`src/rtl/tetris_board.sv`:
```
// Tetris board-state engine: owns the settled-cell grid, moves a 2x2 falling piece,
// locks it on landing, clears full rows and counts them. arr feeds the VGA renderer.
module tetris_board #(
  parameter int COLS       = 10,
  parameter int ROWS       = 12,
  parameter int DROP_TICKS = 50_000_000
) (
  input  logic                      Clk,
  input  logic                      Reset_n,
  input  logic                      start,
  input  logic                      btn_left,
  input  logic                      btn_right,
  input  logic                      btn_down,
  output logic [COLS-1:0][ROWS-1:0] arr,
  output logic [7:0]                score,
  output logic                      game_over
);
  localparam int PCW = (COLS > 2) ? $clog2(COLS) : 1;
  localparam int PRW = (ROWS > 2) ? $clog2(ROWS) : 1;
  localparam int CW  = (DROP_TICKS > 1) ? $clog2(DROP_TICKS) : 1;
  localparam int SC  = 4;
  localparam logic [PCW-1:0] SPAWN_C = PCW'(SC);
  localparam logic [PCW-1:0] C_MAX   = PCW'(COLS-2);
  localparam logic [PRW-1:0] R_MAX   = PRW'(ROWS-2);
  localparam logic [PRW-1:0] R_LAST  = PRW'(ROWS-1);
  localparam logic [CW-1:0]  TICK    = CW'(DROP_TICKS-1);

  typedef enum logic [2:0] {
    S_IDLE, S_SPAWN, S_FALL, S_LOCK, S_SCAN, S_SHIFT, S_OVER
  } state_e;

  state_e                    state_q;
  logic [COLS-1:0][ROWS-1:0] board_q, piece, board_shift, arr_q;
  logic [PCW-1:0]            pc_q, pc_p1, pc_p2, pc_m1;
  logic [PRW-1:0]            pr_q, pr_p1, pr_p2, sr_q;
  logic [CW-1:0]             cnt_q;
  logic [7:0]                score_q, score_out_q;
  logic                      game_over_q;
  logic                      tick, can_down, can_left, can_right, spawn_hit, row_full;

  // Neighbour reads use wrapped indices; every such read is masked by its edge guard.
  always_comb begin
    pc_p1     = pc_q + 1'b1;
    pc_p2     = pc_q + PCW'(2);
    pc_m1     = pc_q - 1'b1;
    pr_p1     = pr_q + 1'b1;
    pr_p2     = pr_q + PRW'(2);
    tick      = (cnt_q == TICK);
    can_down  = (pr_q != R_MAX) && !board_q[pc_q][pr_p2] && !board_q[pc_p1][pr_p2];
    can_left  = (pc_q != '0)    && !board_q[pc_m1][pr_q] && !board_q[pc_m1][pr_p1];
    can_right = (pc_q != C_MAX) && !board_q[pc_p2][pr_q] && !board_q[pc_p2][pr_p1];
    spawn_hit = board_q[SC][0] | board_q[SC+1][0] | board_q[SC][1] | board_q[SC+1][1];
  end

  always_comb begin
    piece                = '0;
    piece[pc_q][pr_q]    = 1'b1;
    piece[pc_p1][pr_q]   = 1'b1;
    piece[pc_q][pr_p1]   = 1'b1;
    piece[pc_p1][pr_p1]  = 1'b1;
  end

  // Row sr collapses: everything at or above sr moves down one, row 0 empties.
  always_comb begin
    row_full    = 1'b1;
    board_shift = board_q;
    for (int c = 0; c < COLS; c++) begin
      row_full = row_full & board_q[c][sr_q];
      for (int r = 1; r < ROWS; r++)
        if (PRW'(r) <= sr_q) board_shift[c][r] = board_q[c][r-1];
      board_shift[c][0] = 1'b0;
    end
  end

  always_ff @(posedge Clk or negedge Reset_n) begin
    if (!Reset_n) begin
      state_q     <= S_IDLE;
      board_q     <= '0;
      pc_q        <= '0;
      pr_q        <= '0;
      sr_q        <= '0;
      cnt_q       <= '0;
      score_q     <= '0;
      arr_q       <= '0;
      score_out_q <= '0;
      game_over_q <= 1'b0;
    end else begin
      arr_q       <= (state_q == S_FALL) ? (board_q | piece) : board_q;
      score_out_q <= score_q;
      game_over_q <= (state_q == S_OVER);
      case (state_q)
        S_IDLE: if (start) state_q <= S_SPAWN;
        S_SPAWN: begin
          pc_q    <= SPAWN_C;
          pr_q    <= '0;
          cnt_q   <= '0;
          state_q <= spawn_hit ? S_OVER : S_FALL;
        end
        S_FALL: begin
          cnt_q <= cnt_q + 1'b1;
          if (tick || btn_down) begin
            if (can_down) begin
              pr_q  <= pr_p1;
              cnt_q <= '0;
            end else begin
              state_q <= S_LOCK;
            end
          end else if (btn_left) begin
            if (can_left) pc_q <= pc_m1;
          end else if (btn_right) begin
            if (can_right) pc_q <= pc_p1;
          end
        end
        S_LOCK: begin
          board_q <= board_q | piece;
          sr_q    <= R_LAST;
          state_q <= S_SCAN;
        end
        S_SCAN: begin
          if (row_full)          state_q <= S_SHIFT;
          else if (sr_q == '0)   state_q <= S_SPAWN;
          else                   sr_q    <= sr_q - 1'b1;
        end
        S_SHIFT: begin
          board_q <= board_shift;
          if (score_q != 8'hFF) score_q <= score_q + 1'b1;
          state_q <= S_SCAN;
        end
        S_OVER: begin
          if (start) begin
            board_q <= '0;
            score_q <= '0;
            state_q <= S_SPAWN;
          end
        end
        default: state_q <= S_IDLE;
      endcase
    end
  end

  assign arr       = arr_q;
  assign score     = score_out_q;
  assign game_over = game_over_q;
endmodule

```
`config.mk`:
```
export PLATFORM = sky130hd
export DESIGN_NAME = tetris_board
export DESIGN_NICKNAME = d
export VERILOG_FILES = /design/src/rtl/tetris_board.sv
export SDC_FILE = /design/constraint.sdc
export NUM_CORES = 1
export LEC_CHECK = 0
export CELL_PAD_IN_SITES_DETAIL_PLACEMENT = 0
export CELL_PAD_IN_SITES_GLOBAL_PLACEMENT = 2
export CORE_ASPECT_RATIO = 1.4
export CORE_MARGIN = 2
export CORE_UTILIZATION = 41
export DETAILED_ROUTE_END_ITERATION = 8
export PLACE_DENSITY_LB_ADDON = 0.1
export SLEW_MARGIN = 25
export SYNTH_ARGS = -nofsm -noshare
export SYNTH_HDL_FRONTEND = slang
export SYNTH_SLANG_ARGS = --single-unit
```
`constraint.sdc`:
```
create_clock -name Clk -period 9.9 [get_ports Clk]
set_clock_uncertainty 0.2 [all_clocks]
set_input_delay 1.485 -clock Clk [delete_from_list [all_inputs] [get_ports Clk]]
set_output_delay 1.485 -clock Clk [all_outputs]
set_load 0.05 [all_outputs]
```
==> impl_metrics.env, run 1 <==
export IMPL_status="complete, no violations"
export IMPL_routed_length_on_met3_mm=6.86
export IMPL_detailed_place_hpwl_mm=57.5
export IMPL_synthDistinctLibCells=88
export IMPL_core_rowCount=91
export IMPL_vias_per_cell=6.80
export IMPL_ff_latch_count_synth=298
export IMPL_floorplan_initialDensity_pct=41.5
export IMPL_post_synth_top_area_share_pct=40.9
export IMPL_hold_buf_cts=0
export IMPL_ys_top_cells_by_area="dfrtp_1, mux4_2, nand2_1"
export IMPL_wirelength_met1_mm=30.6
export IMPL_met2_length_mm=38.5
export IMPL_globalRouteTotalUtil_pct=35.4
export IMPL_finalNonFillerCells=2570
export IMPL_area_overhead_vs_synth_pct=15.9
export IMPL_cts_sinks=298
export IMPL_total_leakage_power_nw=8.94
export IMPL_worst_slew_pin_slew_ps=1090
export IMPL_ir_drop_mv=0.174
export IMPL_gpl_final_weighted_congestion=0.977
export IMPL_final_max_slew_violation_count=0
export IMPL_clk_pin_slew_worst_paths_ps=70
export IMPL_tritoncts="built"
export IMPL_multi_input_area_sq_mm=0.0101
export IMPL_yosys_warnings=0
export IMPL_numCtsBuffers=31
export IMPL_synth_edff_count=0
export IMPL_setup_violations_final=0
export IMPL_pin_count=135
export IMPL_routed_via_count=17476
export IMPL_seq_area_frac_synth_pct=40.9
export IMPL_hold_path_class="flop to flop"
export IMPL_htree_num_levels=1
export IMPL_n_fill_cell=4160
export IMPL_finalSetupTns_ps=0
export IMPL_fp_coreArea_sq_mm=0.0439
export IMPL_worst_path_most_repeated_cell="buf_4"
export IMPL_top_signal_layer_used="met5"
export IMPL_cts_setup_buffers=0
export IMPL_globalRoute_totalOverflow=0
export IMPL_syn_instance_count=1904
export IMPL_grt_pass1_vias=16755
export IMPL_clockBufferDepth=3
export IMPL_first_iter_violations=1994
export IMPL_drc=0
export IMPL_die_h_microns=254
export IMPL_max_slew_margin_pct=26.6
export IMPL_timing_max_cap_violations=0
export IMPL_detail_route_antenna_nets=0
export IMPL_post_drt_wl_per_cell_microns=32.3
export IMPL_finalCriticalPeriod_ps=5960
export IMPL_wire_length_of_the_first_global_routing_pass_mm=119
export IMPL_critPathCaptureType="flop"
export IMPL_place_detailed_instances=2513
export IMPL_critical_path_max_fanout=56
export IMPL_synth_top_flop_cell="dfrtp_1"
export IMPL_timing_critical_path_buf_inv=2
export IMPL_io_buffers=134
export IMPL_critical_path_max_stage_delay_ps=840
export IMPL_layout_drive_gt1_share_pct=11.5
export IMPL_final_net_count=2018
export IMPL_crit_path_start_kind="flop"
export IMPL_yosys_cell_count_top_type="dfrtp_1"
export IMPL_clk_root_buffer_cell="clkbuf_16"
export IMPL_criticalPathCategory="flop to flop"
export IMPL_postSynthAreaPerCell_sq_um=9.59
export IMPL_worstPathRequired_ps=10140
export IMPL_dieWidth_microns=182
export IMPL_pin_count_of_the_biggest_net_entering_global_routing=154
export IMPL_cts_repair_resize_count=0
export IMPL_firstDrtPassIters=6
export IMPL_rsz0062_at_grt="false"
export IMPL_tcrit_tclk_final_pct=60.2
export IMPL_totalWireLength_mm=82.9
export IMPL_critPathTopFamily="compound AO/OA/AOI/OAI gates"
export IMPL_arrival_ps=6210
export IMPL_power_density_mw_per_mm2=327
export IMPL_crit_slowest_cell="dfrtp_4"
export IMPL_cp_cell_sequence="buf_4 > buf_4 > mux4_2 > mux2_2 > a221oi_1 > a21oi_1 > o2111ai_1 > nand3_1 > o21ai_2 > and2_1 > o22ai_1"
export IMPL_clkLatencyLatePin_ps=610
export IMPL_synth_top_cells_by_count="dfrtp_1, nand2_1, o21ai_0, a21oi_1, nor2_1"
export IMPL_maxClockFrequency_mhz=168
export IMPL_synth_largest_area_cell="dfrtp_1"
export IMPL_total_die_area_sq_mm=0.0462
export IMPL_post_synth_instance_area_sq_mm=0.0183
export IMPL_layout_area_seq_sq_mm=0.00746
export IMPL_antenna_found_initial=5
export IMPL_hold_violations=0
export IMPL_asyncSetResetFlopFracSynth_pct=100
export IMPL_synth_nets=1934
## layout make-up
cell class | count | share of cell area [%]
multi-input combinational | 1435 | 47.6
sequential | 298 | 35.3
timing repair buffer | 194 | 8.59
clock buffer | 46 | 4.12
tap | 558 | 3.30
clock inverter | 9 | 0.550
inverter | 28 | 0.497
antenna | 2 | 0.0237
## where the power goes
group	internal [W]	switching [W]	total (W)
sequential	0.00147	0.000486	0.00196
combinational	0.00119	0.00259	0.00378
clock	0.000660	0.000520	0.00118
## metal layers
| metal | vias to the layer above | global-route usage, % |
|---|---|---|
| li1 | 7335 | - |
| met1 | 8664 | 43.1 |
| met3 | 350 | 5.99 |
| met2 | 1121 | 57.2 |
| met5 | - | 0 |
| met4 | 6 | 25.4 |
## stage by stage
stage | util [%] | instance area (sq um) | power [W] | setup WS, ps | hold slack [ps]
after global routing | 48.1 | 21200 | 0.00711 | 3560 | 251
final | 48.1 | 21200 | 0.00691 | 3940 | 232
after CTS | 48.1 | 21100 | 0.00682 | 3980 | 234
after global placement | 45.8 | 20100 | 0.00559 | 4050 | 210
after detailed placement | 45.9 | 20200 | 0.00562 | 3990 | 209
after floorplan | - | 18300 | 0.00411 | 5840 | 185
## cell usage in the layout, fill, tap and decap left out, types with 9 or more instances in the layout
master           count
a22o_1              11
o22ai_1             12
inv_1               25
mux2i_1             67
xor2_1              19
ha_1                24
nand4_1             40
mux4_2              61
a221oi_1            10
o21bai_1            56
clkdlybuf4s50_1    133
a31oi_1             30
clkbuf_1            11
a21oi_1            146
dfrtp_1            296
o221ai_1             9
a22oi_1             62
xnor2_1             11
o211ai_1            12
nand2b_1            13
nor2_1             112
clkbuf_16           31
nor4_1               9
a21o_1              66
nor2b_1             14
and2_1               9
nand2_1            214
o21ai_0            146
nand3_1             54
and3_1              21
mux2_2              26
buf_4               57
nor3_1              29
## cells by family after synthesis
family	count (synthesis)	share of synthesized area, %
AO/OA/AOI/OAI	655	23.5
AND/OR/NAND/NOR	564	14.7
flip-flops	298	40.9
buffers and inverters	171	4.31
multiplexers	155	13.0
XOR/XNOR	37	1.98
adder cells (fa/ha/maj)	24	1.65
## sequential cells by signal, summed over array words and instances (netlist names)
signal and flops:
arr 120, board_q 120, cnt_q 26, score 8, score_q 8, pc_q 4, pr_q 4, sr_q 4
state_q 3, game_over 1
## worst paths after layout
path / start / end / slack, ps / cells past startpoint
max in group asynchronous: Reset_n / arr[34] / 7460 / 2
worst max-delay path: pc_q[0] / pr_q[1] / 3940 / 11
min in group asynchronous: Reset_n / board_q[62] / 690 / 1
worst max register to register: pc_q[0] / pr_q[1] / 3940 / 11
worst min-delay path: score_q[7] / score[7] / 230 / 0
worst min register to register: score_q[7] / score[7] / 230 / 0
No activity file was read; power rests on OpenSTA's default activity.
==> inputs of run 2 (changes only) <==
--- a/config.mk
+++ b/config.mk
@@ -9,7 +9,7 @@
 export CELL_PAD_IN_SITES_GLOBAL_PLACEMENT = 2
 export CORE_ASPECT_RATIO = 1.4
 export CORE_MARGIN = 2
-export CORE_UTILIZATION = 41
+export CORE_UTILIZATION = 35
 export DETAILED_ROUTE_END_ITERATION = 8
 export PLACE_DENSITY_LB_ADDON = 0.1
 export SLEW_MARGIN = 25
==> constraint.sdc (replaced) <==
create_clock -name Clk -period 5.2 [get_ports Clk]
set_clock_uncertainty 0.2 [all_clocks]
set_input_delay 0.78 -clock Clk [delete_from_list [all_inputs] [get_ports Clk]]
set_output_delay 0.78 -clock Clk [all_outputs]
set_load 0.05 [all_outputs]
==> run 2 against run 1 <==
Effect of this change: via count shrank 0.47%; maximum frequency grew 25%; final area grew 1.5%; critical endpoint is now pc_q[3]; die area grew 17%; sequential share of layout area shrank 0.51 points; largest power group unchanged; sequential power grew 87%; combinational power grew 98%; flip-flop and latch count is the same.
==> impl_metrics.env, run 2 (synthesis gave the netlist of run 1 again) <==
export IMPL_clk_pin_slew_worst_paths_ps=60
export IMPL_clk_root_buffer_cell="clkbuf_16"
export IMPL_crit_slowest_cell="ha_1"
export IMPL_timing_max_cap_violations=0
export IMPL_clkLatencyLatePin_ps=630
export IMPL_crit_path_start_kind="flop"
export IMPL_critical_path_max_fanout=14
export IMPL_detail_route_antenna_nets=0
export IMPL_cts_sinks=298
export IMPL_status="complete, no violations"
export IMPL_total_die_area_sq_mm=0.0540
export IMPL_layout_drive_gt1_share_pct=12.7
export IMPL_postLayoutSetupSlackWorst_ps=430
export IMPL_final_cell_mix="dfrtp_1, nand2_1, o21ai_0, a21oi_1, clkdlybuf4s50_1"
export IMPL_total_leakage_power_nw=9.09
export IMPL_crit_reg2reg_capture="pc_q[3]"
export IMPL_cts_repair_resize_count=0
export IMPL_worstPathRequired_ps=5500
export IMPL_post_drt_wl_per_cell_microns=32.4
export IMPL_drc=0
export IMPL_criticalPathCategory="flop to flop"
export IMPL_holdCritStartpoint="score_q[6]"
export IMPL_globalRoute_totalOverflow=0
export IMPL_totalWireLength_mm=87.2
export IMPL_fp_coreArea_sq_mm=0.0518
export IMPL_vias_per_cell=6.46
export IMPL_setup_slack_placement_ps=516
export IMPL_pin_count_of_the_biggest_net_entering_global_routing=124
export IMPL_arrival_ps=5070
export IMPL_gpl_final_weighted_congestion=1.03
export IMPL_worst_slew_pin_slew_ps=1090
export IMPL_first_iter_violations=1735
export IMPL_firstDrtPassIters=7
export IMPL_cp_cell_sequence="inv_1 > ha_1 > nor2b_1 > nand2_1 > a2bb2oi_1 > a211oi_1 > or4_1 > nor4_2 > and2_1 > a221o_1 > o211ai_1"
export IMPL_wire_length_of_the_first_global_routing_pass_mm=125
export IMPL_finalCriticalPeriod_ps=4770
export IMPL_setup_violations_final=0
export IMPL_critPathCaptureType="flop"
export IMPL_htree_num_levels=1
export IMPL_layout_commonest_cell="dfrtp_1"
export IMPL_clockBufferDepth=3
export IMPL_tritoncts="built"
export IMPL_rsz0062_at_grt="false"
export IMPL_reg2reg_depth=11
export IMPL_finalNonFillerCells=2694
export IMPL_tcrit_tclk_final_pct=91.7
export IMPL_area_overhead_vs_synth_pct=17.6
export IMPL_numCtsBuffers=31
export IMPL_holdPathEnd="score[6]"
export IMPL_grt_pass1_vias=17210
export IMPL_reg2reg_setup_slack_ps=430
export IMPL_place_detailed_instances=2635
export IMPL_io_buffers=134
export IMPL_power_density_mw_per_mm2=626
export IMPL_hold_path_class="flop to flop"
export IMPL_power_total_w=0.0134
export IMPL_critical_path_max_stage_delay_ps=750
export IMPL_detailed_place_hpwl_mm=63.6
export IMPL_pin_count=135
export IMPL_globalRouteTotalUtil_pct=32.1
export IMPL_antenna_found_initial=0
export IMPL_hold_violations=0
export IMPL_dieWidth_microns=197
export IMPL_holdPathStages=0
export IMPL_cts_setup_buffers=0
export IMPL_floorplan_initialDensity_pct=35.2
export IMPL_routed_via_count=17393
export IMPL_finalSetupTns_ps=0
export IMPL_final_net_count=2044
export IMPL_max_slew_margin_pct=26.8
export IMPL_final_max_slew_violation_count=0
export IMPL_critPathTopFamily="simple AND/OR/NAND/NOR gates"
export IMPL_r2r_start="pc_q[2]"
export IMPL_timing_critical_path_buf_inv=1
export IMPL_ir_drop_mv=0.383
export IMPL_maxClockFrequency_mhz=210
export IMPL_core_rowCount=99
export IMPL_die_h_microns=274
run 2: final cells by class:
| type | instances | area [sq um] |
|---|---|---|
| inverters | 28 | 105 |
| multi-input cells | 1435 | 10000 |
| flip-flops and latches | 298 | 7460 |
| fillers | 5211 | 30300 |
| diodes | 1 | 2.50 |
| repair buffers | 220 | 2030 |
| well taps | 656 | 821 |
| clock inverters | 13 | 115 |
| clock buffers | 43 | 901 |
run 2: worst max-delay path by stage:
stage                       start       end  depth (start not counted)
after global routing      pc_q[2]   pc_q[3]                         11
after global placement    pc_q[2]   pc_q[3]                         12
after detailed placement  pc_q[2]   pc_q[3]                         12
after CTS                 pc_q[2]   pc_q[3]                         12
after floorplan           pc_q[0]  cnt_q[4]                         17
final                     pc_q[2]   pc_q[3]                         11
run 2: through the flow:
| step | util, % | hold WS [ps] | instance area (sq um) |
|---|---|---|---|
| after floorplan | - | 185 | 18300 |
| after global placement | 39.5 | 206 | 20400 |
| after detailed placement | 39.5 | 206 | 20400 |
| after CTS | 41.4 | 232 | 21500 |
| after global routing | 41.5 | 250 | 21500 |
| final | 41.5 | 234 | 21500 |
run 2: power breakdown:
part           switching (W)  total [W]  internal (W)
Sequential          0.000860    0.00366       0.00280
Clock                0.00102    0.00228       0.00126
Combinational        0.00511    0.00750       0.00240
run 2: timing repair:
action	in CTS	in global routing
hold endpoints to repair	61	0
endpoints found under the setup margin	0	0
hold buffers	1	0
run 2: per-layer routing:
metal	vias up	global-route usage, %	routed length (microns)
met4	0	21.7	6940
li1	7365	-	-
met5	-	0	0
met2	891	54.3	42100
met1	8857	38.0	32600
met3	280	4.45	5600
==> inputs of run 3 (changes only) <==
--- a/config.mk
+++ b/config.mk
@@ -7,11 +7,12 @@
 export LEC_CHECK = 0
 export CELL_PAD_IN_SITES_DETAIL_PLACEMENT = 0
 export CELL_PAD_IN_SITES_GLOBAL_PLACEMENT = 2
-export CORE_ASPECT_RATIO = 1.4
+export CORE_ASPECT_RATIO = 1.5
 export CORE_MARGIN = 2
 export CORE_UTILIZATION = 35
 export DETAILED_ROUTE_END_ITERATION = 8
 export PLACE_DENSITY_LB_ADDON = 0.1
+export REMOVE_ABC_BUFFERS = 1
 export SLEW_MARGIN = 25
 export SYNTH_ARGS = -nofsm -noshare
 export SYNTH_HDL_FRONTEND = slang
==> run 3 against run 2 <==
Effect of this change: utilization is 0.65 points higher; clock power up 15%; flip-flop and latch count unchanged; highest routed layer unchanged; critical endpoint is now cnt_q[25]; hold slack got worse by 160 ps; combinational power is 1% lower; register-to-register slack better by 100 ps; final area up 1.1%; power increased by 1.6%; largest cell class unchanged; non-clock buffer count up 7; die area hardly changed; maximum frequency up 2.2%; wire length decreased by 1.5%; largest power group unchanged.
==> impl_metrics.env, run 3 (synthesis gave the netlist of run 1 again) <==
export IMPL_hold_path_class="input port to asynchronous set/reset pin"
export IMPL_finalNonFillerCells=2726
export IMPL_dieWidth_microns=190
export IMPL_io_buffers=134
export IMPL_post_drt_wl_per_cell_microns=31.5
export IMPL_worstPathRequired_ps=5410
export IMPL_cp_cell_sequence="buf_4 > a21boi_0 > buf_4 > nor3_1 > buf_4 > a221oi_1 > a21oi_1 > o2111ai_1 > nand3_1 > o21ai_2 > and2_1 > buf_4 > nor2_1"
export IMPL_pin_count_of_the_biggest_net_entering_global_routing=95
export IMPL_cts_repair_resize_count=0
export IMPL_crit_slowest_cell="a21boi_0"
export IMPL_crit_path_start_kind="flop"
export IMPL_core_rowCount=102
export IMPL_totalWireLength_mm=85.9
export IMPL_critPathCaptureType="flop"
export IMPL_cts_setup_buffers=0
export IMPL_arrival_ps=4880
export IMPL_detailed_place_hpwl_mm=62.6
export IMPL_num_antenna_cells=0
export IMPL_hold_buf_cts=0
export IMPL_grt_pass1_vias=17243
export IMPL_vias_per_cell=6.32
export IMPL_reg2reg_setup_slack_ps=540
export IMPL_critPathTopFamily="compound AO/OA/AOI/OAI gates"
export IMPL_clkLatencyLatePin_ps=560
export IMPL_clk_root_buffer_cell="clkbuf_16"
export IMPL_criticalPathCategory="flop to flop"
export IMPL_r2r_start="pc_q[0]"
export IMPL_timing_max_cap_violations=0
export IMPL_maxClockFrequency_mhz=214
export IMPL_die_h_microns=284
export IMPL_gpl_final_weighted_congestion=1.01
export IMPL_setup_violations_final=0
export IMPL_firstDrtPassIters=6
export IMPL_finalSetupTns_ps=0
export IMPL_ir_drop_mv=0.353
export IMPL_critical_path_max_stage_delay_ps=830
export IMPL_finalCriticalPeriod_ps=4660
export IMPL_power_density_mw_per_mm2=629
export IMPL_cts_sinks=298
export IMPL_place_detailed_instances=2664
export IMPL_hold_violations=0
export IMPL_timing_critical_path_buf_inv=4
export IMPL_final_cell_mix="dfrtp_1, nand2_1, o21ai_0, a21oi_1, clkdlybuf4s50_1"
export IMPL_first_iter_violations=1591
export IMPL_fp_coreArea_sq_mm=0.0516
export IMPL_n_fill_cell=5115
export IMPL_globalRouteTotalUtil_pct=31.6
export IMPL_rsz0062_at_grt="false"
export IMPL_status="complete, no violations"
export IMPL_detail_route_antenna_nets=0
export IMPL_tcrit_tclk_final_pct=89.7
export IMPL_drc=0
export IMPL_total_leakage_power_nw=9.21
export IMPL_clk_pin_slew_worst_paths_ps=60
export IMPL_max_slew_margin_pct=25.7
export IMPL_htree_num_levels=2
export IMPL_final_max_slew_violation_count=0
export IMPL_crit_reg2reg_capture="cnt_q[25]"
export IMPL_layout_commonest_cell="dfrtp_1"
export IMPL_routed_via_count=17236
export IMPL_reg2reg_depth=13
export IMPL_worst_path_most_repeated_cell="buf_4"
export IMPL_pin_count=135
export IMPL_layout_drive_gt1_share_pct=13.3
export IMPL_worst_slew_pin_slew_ps=1110
export IMPL_globalRoute_totalOverflow=0
export IMPL_finish_utilization_pct=42.1
export IMPL_critical_path_max_fanout=44
export IMPL_wire_length_of_the_first_global_routing_pass_mm=124
export IMPL_tritoncts="built"
export IMPL_antenna_found_initial=0
export IMPL_numCtsBuffers=35
export IMPL_total_die_area_sq_mm=0.0540
export IMPL_clockBufferDepth=3
export IMPL_area_overhead_vs_synth_pct=19.0
export IMPL_final_net_count=2055
export IMPL_floorplan_initialDensity_pct=35.4
## run 3: cell types whose count changed in the layout (fill, tap and decap cells not counted), sizes merged
| cell | change |
|---|---|
| inv | +5 |
| diode | -1 |
| bufinv | +4 |
| clkinv | -1 |
| dlygate4sd3 | -1 |
| buf | +9 |
| clkbuf | -3 |
## run 3: how the worst max path moves through the flow
stage               cells past startpoint  startpoint   endpoint  slack (ps)
CTS                                    13     pc_q[0]  cnt_q[25]         630
floorplan                              11     pc_q[0]    pr_q[1]       -3880
global placement                       13     pc_q[0]  cnt_q[17]         710
finish                                 13     pc_q[0]  cnt_q[25]         540
detailed placement                     13     pc_q[0]  cnt_q[25]         670
global route                           13     pc_q[0]  cnt_q[20]         460
## run 3: final cells by class
| class | count | area [sq um] | area share (%) |
|---|---|---|---|
| timing repair buffer | 227 | 2070 | 9.53 |
| multi-input combinational | 1435 | 10000 | 46.2 |
| sequential | 298 | 7460 | 34.4 |
| tap | 676 | 846 | 3.89 |
| clock buffer | 41 | 928 | 4.28 |
| clock inverter | 21 | 265 | 1.22 |
| inverter | 28 | 105 | 0.484 |
## run 3: routing by layer
metal  vias to the layer above  wire, microns  global-route usage, %
li1                       7386              -                      -
met1                      8677          32000                   37.1
met2                       871          41500                   52.3
met3                       302           4950                   4.77
met4                         0           7350                   22.7
met5                         -              0                      0
## run 3: report_power, final
group / switching [W] / total, W / internal, W / leakage (nW)
clock network: 0.00108 / 0.00262 / 0.00155 / 0.592
logic: 0.00500 / 0.00742 / 0.00242 / 4.56
registers: 0.000817 / 0.00362 / 0.00280 / 4.06
## run 3: per-stage QoR
stage	area, sq um	hold WS, ps	total power (W)	worst slack (ps)
after floorplan	17600	185	0.00760	-3880
after global placement	20500	209	0.0109	709
after detailed placement	20500	210	0.0109	674
after CTS	21700	103	0.0136	626
after global routing	21700	137	0.0142	457
final	21700	78.8	0.0137	535
